===== config.mk =====
export PLATFORM = sky130hd
export DESIGN_NAME = ex_operand_stage
export DESIGN_NICKNAME = d
export VERILOG_FILES = /design/src/rtl/ex_operand_stage.sv
export SDC_FILE = /design/constraint.sdc
export NUM_CORES = 1
export LEC_CHECK = 0
export ABC_CLOCK_PERIOD_IN_PS = 2300
export BUFFER_PORTS_ARGS = -buffer_cell sky130_fd_sc_hd__buf_4
export CORE_MARGIN = 4
export CORE_UTILIZATION = 47
export DETAILED_ROUTE_END_ITERATION = 6
export PLACE_DENSITY = 0.88
export SYNTH_ARGS = -nofsm -noshare
export SYNTH_HDL_FRONTEND = slang
export SYNTH_SLANG_ARGS = --single-unit

===== constraint.sdc =====
create_clock -name Clk -period 2.3 [get_ports Clk]
set_input_delay 0.115 -clock Clk [delete_from_list [all_inputs] [get_ports Clk]]
set_output_delay 0.115 -clock Clk [all_outputs]
set_load 0.03 [all_outputs]

===== src/rtl/ex_operand_stage.sv =====
// Operand pipeline register between RegFile read and execute: captures operands and
// decoded control, bypasses same-cycle writeback, and inserts one bubble on load-use.
module ex_operand_stage #(
    parameter int W   = 8,
    parameter int D   = 4,
    parameter int OPW = 4
) (
    input  logic           Clk,
    input  logic           Reset,
    input  logic           InValid,
    input  logic [OPW-1:0] InOp,
    input  logic           InIsLoad,
    input  logic           InUsesA,
    input  logic           InUsesB,
    input  logic [D-1:0]   RaddrA,
    input  logic [D-1:0]   RaddrB,
    input  logic [W-1:0]   DataA,
    input  logic [W-1:0]   DataB,
    input  logic [D-1:0]   InDst,
    input  logic           InDstWrEn,
    input  logic           WbWriteEn,
    input  logic [D-1:0]   WbWaddr,
    input  logic [W-1:0]   WbData,
    input  logic           StallIn,
    input  logic           Flush,
    output logic           HazardStall,
    output logic           OutValid,
    output logic [OPW-1:0] OutOp,
    output logic           OutIsLoad,
    output logic [W-1:0]   OpA,
    output logic [W-1:0]   OpB,
    output logic [D-1:0]   OutDst,
    output logic           OutDstWrEn,
    output logic [7:0]     BubbleCount
);

    // Handshake: an instruction offered with InValid=1 is taken at the posedge unless
    // Flush, StallIn or HazardStall is high; under StallIn/HazardStall decode must hold it.
    logic           r_valid;
    logic [OPW-1:0] r_op;
    logic           r_is_load;
    logic [W-1:0]   r_op_a;
    logic [W-1:0]   r_op_b;
    logic [D-1:0]   r_dst;
    logic           r_dst_wr_en;
    logic [7:0]     r_bubble_count;

    logic           w_fwd_a;
    logic           w_fwd_b;
    logic           w_hazard;
    logic [W-1:0]   w_op_a_next;
    logic [W-1:0]   w_op_b_next;

    // r0 is writable in this RegFile, so address 0 is bypassed like any other.
    assign w_fwd_a     = WbWriteEn && (WbWaddr == RaddrA);
    assign w_fwd_b     = WbWriteEn && (WbWaddr == RaddrB);
    assign w_op_a_next = w_fwd_a ? WbData : DataA;
    assign w_op_b_next = w_fwd_b ? WbData : DataB;

    assign w_hazard = r_valid && r_is_load && r_dst_wr_en && InValid &&
                      ((InUsesA && (r_dst == RaddrA)) || (InUsesB && (r_dst == RaddrB)));

    always_ff @(posedge Clk or posedge Reset) begin
        if (Reset) begin
            r_valid        <= 1'b0;
            r_op           <= '0;
            r_is_load      <= 1'b0;
            r_op_a         <= '0;
            r_op_b         <= '0;
            r_dst          <= '0;
            r_dst_wr_en    <= 1'b0;
            r_bubble_count <= 8'd0;
        end else if (Flush) begin
            r_valid     <= 1'b0;
            r_dst_wr_en <= 1'b0;
        end else if (StallIn) begin
            r_valid <= r_valid;
        end else if (w_hazard) begin
            // The bubble gives the load's writeback a cycle to reach WbData.
            r_valid     <= 1'b0;
            r_dst_wr_en <= 1'b0;
            r_is_load   <= 1'b0;
            if (r_bubble_count != 8'hFF) begin
                r_bubble_count <= r_bubble_count + 8'd1;
            end
        end else begin
            r_valid     <= InValid;
            r_op        <= InOp;
            r_is_load   <= InIsLoad;
            r_op_a      <= w_op_a_next;
            r_op_b      <= w_op_b_next;
            r_dst       <= InDst;
            r_dst_wr_en <= InDstWrEn && InValid;
        end
    end

    assign HazardStall = w_hazard;
    assign OutValid    = r_valid;
    assign OutOp       = r_op;
    assign OutIsLoad   = r_is_load;
    assign OpA         = r_op_a;
    assign OpB         = r_op_b;
    assign OutDst      = r_dst;
    assign OutDstWrEn  = r_dst_wr_en;
    assign BubbleCount = r_bubble_count;

endmodule


==> summary.md <==
| Metric | Value |
|---|---|
| Final setup fails | `0` |
| Die height | `72.5 µm` |
| Clock-pin transition on the worst setup and hold timing paths | `around 0.06 ns` |
| Drt wl/cell | `16.2 µm` |
| Core ar. | `0.00400 mm²` |
| Hold Crit Class | `in -> reg` |
| Boundary Pins | `90` |
| Synth warn | `0` |
| WS Path Type | `reg -> reg` |
| Max H-tree Level | `2` |
| Relative slew slack | `70.8%` |
| Grt ovf | `0` |
| Worst EP required | `2.47 ns` |
| Drt drc | `0` |
| Worst Hold Launch | `Flush` |
| Reg2reg start | `OutDst[2]` |
| Vias in the first global route | `around 1600` |
| Netlist cell types | `27` |
| Root Buffer | `clkbuf_8` |
| Slew @ Worst Pin | `0.438 ns` |
| DRT Wirelength | `4800 µm` |
| Final Slew Violations | `0` |
| Outcome | `finished, final reports clean` |
| Peak supply drop | `0.468 mV` |
| First-pass GRT wire length | `7760 µm` |
| Layout cells sized above 1 | `60.6%` |
| Critical path origin | `OutDst[2]` |
| Seq/Total Area, Yosys | `between 40 and 50%` |
| Setup TNS | `0 ns` |
| Synthesized Nets | `201` |
| Crit. End Element | `flip-flop` |
| Minimum clock period | `1.93 ns` |
| CTS tree | `built` |
| GP Congestion | `0.815` |
| Post-DP HPWL | `approximately 3800 µm` |
| # diodes | `0` |
| Pwr dens | `approximately 620 mW/mm²` |
| Area Overhead vs Synth | `42.4%` |
| DIE WIDTH | `about 73 µm` |
| Fin. Hold Viols | `0` |
| Largest net degree at the start of global routing | `36` |
| RSZ-0062 raised after global routing | `false` |
| Max-Cap Viols | `0` |
| Fmax | `0.519 GHz` |
| Mapped cell area | `0.00196 mm²` |
| Synthesis-stage register bit count | `35` |
| Clock Skews | `0.00325 ns` |
| Post-DRT Antenna Nets | `0` |
| WP data arrival | `approximately 2.1 ns` |
| Wire length on met3 | `321 µm` |
| Critical path peak fanout | `24` |
| Final nets | `300` |
| First drt pass iteration count | `4` |
| Hold slack final | `0.0275 ns` |
| Tot GR Track Use | `19.3%` |
| Die ar. | `0.00526 mm²` |
| Routed vias/inst | `5.03` |
| CTS Buf Count | `5` |
| Critical Path Source Type | `flip-flop` |
| Routed length on met2 | `2400 µm` |
| Port bufs | `89` |
| Initial antenna violation count | `0` |
| Num rows | `23` |
| Leak | `1.32 nW` |
| Maximum root-to-sink buffer count | `2` |
| Max Used Layer | `met4` |
| Syn avg cell area | `13.4 µm²` |
| Insertion delay to the later sink of the worst-skew pair | `0.28 ns` |
| Final Cycle Share | `83.7%` |
| TritonCTS Sinks | `35` |
| Via count | `1488` |
| Initial DRC Count | `between 70 and 80` |
| Initial core utilization | `48.9%` |
| Synth Instances | `146` |
| Met1 WL | `2010 µm` |
-- power breakdown --
group / leakage [nW] / total (W) / switching (W) / internal, W
logic: 0.843 / 0.000568 / 0.000286 / 0.000282
clock network: 0.0422 / 0.000416 / 0.000203 / 0.000212
registers: 0.433 / 0.000743 / 0.0000561 / 0.000686
total: 1.32 / 0.00173 / 0.000545 / 0.00118
-- what timing repair did --
item | 4_1_cts | 5_1_grt
setup buffers | 0 | 0
endpoints found under the hold margin | 35 | 0
gates resized for setup | 0 | 0
hold buffers | 1 | 0
-- logic make-up (layout without fill, tap and decap cells) --
logic type | count (synthesis) | count (layout) | share of synthesized area, %
xor+xnor | 23 | 23 | 10.3
buf+inv | 4 | 104 | 1.73
simple gates | 34 | 34 | 11.9
mux | 41 | 41 | 27.6
compound gates | 8 | 8 | 3.01
flops | 35 | 35 | 44.8
fa+ha+maj | 1 | 1 | 0.640
-- metrics by stage --
step / util [%] / worst slack, ns / area (µm²) / total power [W] / cells
2_1_floorplan: - / 0.406 / 1960 / 0.00108 / 146
6_report: 69.6 / 0.374 / 2790 / 0.00173 / 296
4_1_cts: 69.6 / 0.360 / 2790 / 0.00175 / 296
3_3_place_gp: 67.3 / 0.410 / 2690 / 0.00131 / 287
5_1_grt: 69.6 / 0.282 / 2790 / 0.00182 / 296
3_5_place_dp: 67.3 / 0.366 / 2690 / 0.00132 / 287
-- final timing paths --
path | endpoint | slack (ns) | cells after the start
min in group asynchronous | OpB[3] | 0.49 | 4
max | OpB[4] | 0.37 | 6
min reg2reg | BubbleCount[6] | 0.50 | 1
min | OutValid | 0.03 | 2
max in group asynchronous | OpA[6] | 1.50 | 4
max reg2reg | OpB[4] | 0.37 | 6
-- per-layer routing --
metal | track usage (%) | vias up
li1 | - | 715
met1 | 24.7 | 719
met2 | 32.4 | 49
met3 | 4.99 | 5
met4 | 5.74 | 0
met5 | 0 | -
-- critical path: stages, from the launching register on --
cell and delay, ns:
dfrtp_1 0.43, xor2_1 0.20, nor4_2 0.35, o2bb2ai_2 0.19
nor3_4 0.04, buf_4 0.25, mux2_4 0.34
-- cell usage after synthesis --
cell type / number / share of area, %
or3b_2: 1 / 0.45
nand2b_4: 1 / 0.70
dfrtp_1: 35 / 45
buf_4: 1 / 0.38
and4_4: 1 / 0.58
nor3_4: 1 / 0.83
nand3_1: 4 / 1.0
ha_1: 1 / 0.64
o2111ai_1: 1 / 0.45
mux2_2: 20 / 12
o21ai_0: 4 / 1.0
mux2_4: 21 / 16
nor3_1: 1 / 0.26
o2bb2a_1: 1 / 0.51
nand3b_1: 2 / 0.77
and2_1: 1 / 0.32
nand2_1: 11 / 2.1
xnor2_1: 13 / 5.8
xor2_1: 10 / 4.5
inv_1: 1 / 0.19
nor2_1: 4 / 0.77
buf_6: 2 / 1.2
a21oi_1: 1 / 0.26
o2bb2ai_2: 1 / 0.77
nor4_4: 2 / 2.2
nand4_1: 4 / 1.3
nor4_2: 1 / 0.64
-- registers in the layout (all words and copies together), names as in the netlist --
| signal | flops |
|---|---|
| OutDst | 4 |
| OutDstWrEn | 1 |
| OutValid | 1 |
| OpB | 8 |
| BubbleCount | 8 |
| OutIsLoad | 1 |
| OpA | 8 |
| OutOp | 4 |
-- layout make-up --
| cell class | count | area (µm²) |
|---|---|---|
| well taps | 50 | 62.6 |
| clock inverters | 1 | 5.00 |
| repair buffers | 95 | 716 |
| flip-flops and latches | 35 | 876 |
| fillers | 295 | 1210 |
| clock buffers | 7 | 76.3 |
| multi-input cells | 107 | 1050 |
| inverters | 1 | 3.75 |
-- cell usage in the layout, fill, tap and decap left out, types with 5 or more instances in the layout --
cell      netlist  layout
clkbuf_8        0       5
dfrtp_1        35      35
mux2_2         20      20
buf_4           1      94
mux2_4         21      21
nand2_1        11      11
xor2_1         10      10
xnor2_1        13      13
Note: power is estimated with default switching activity, not from simulation.
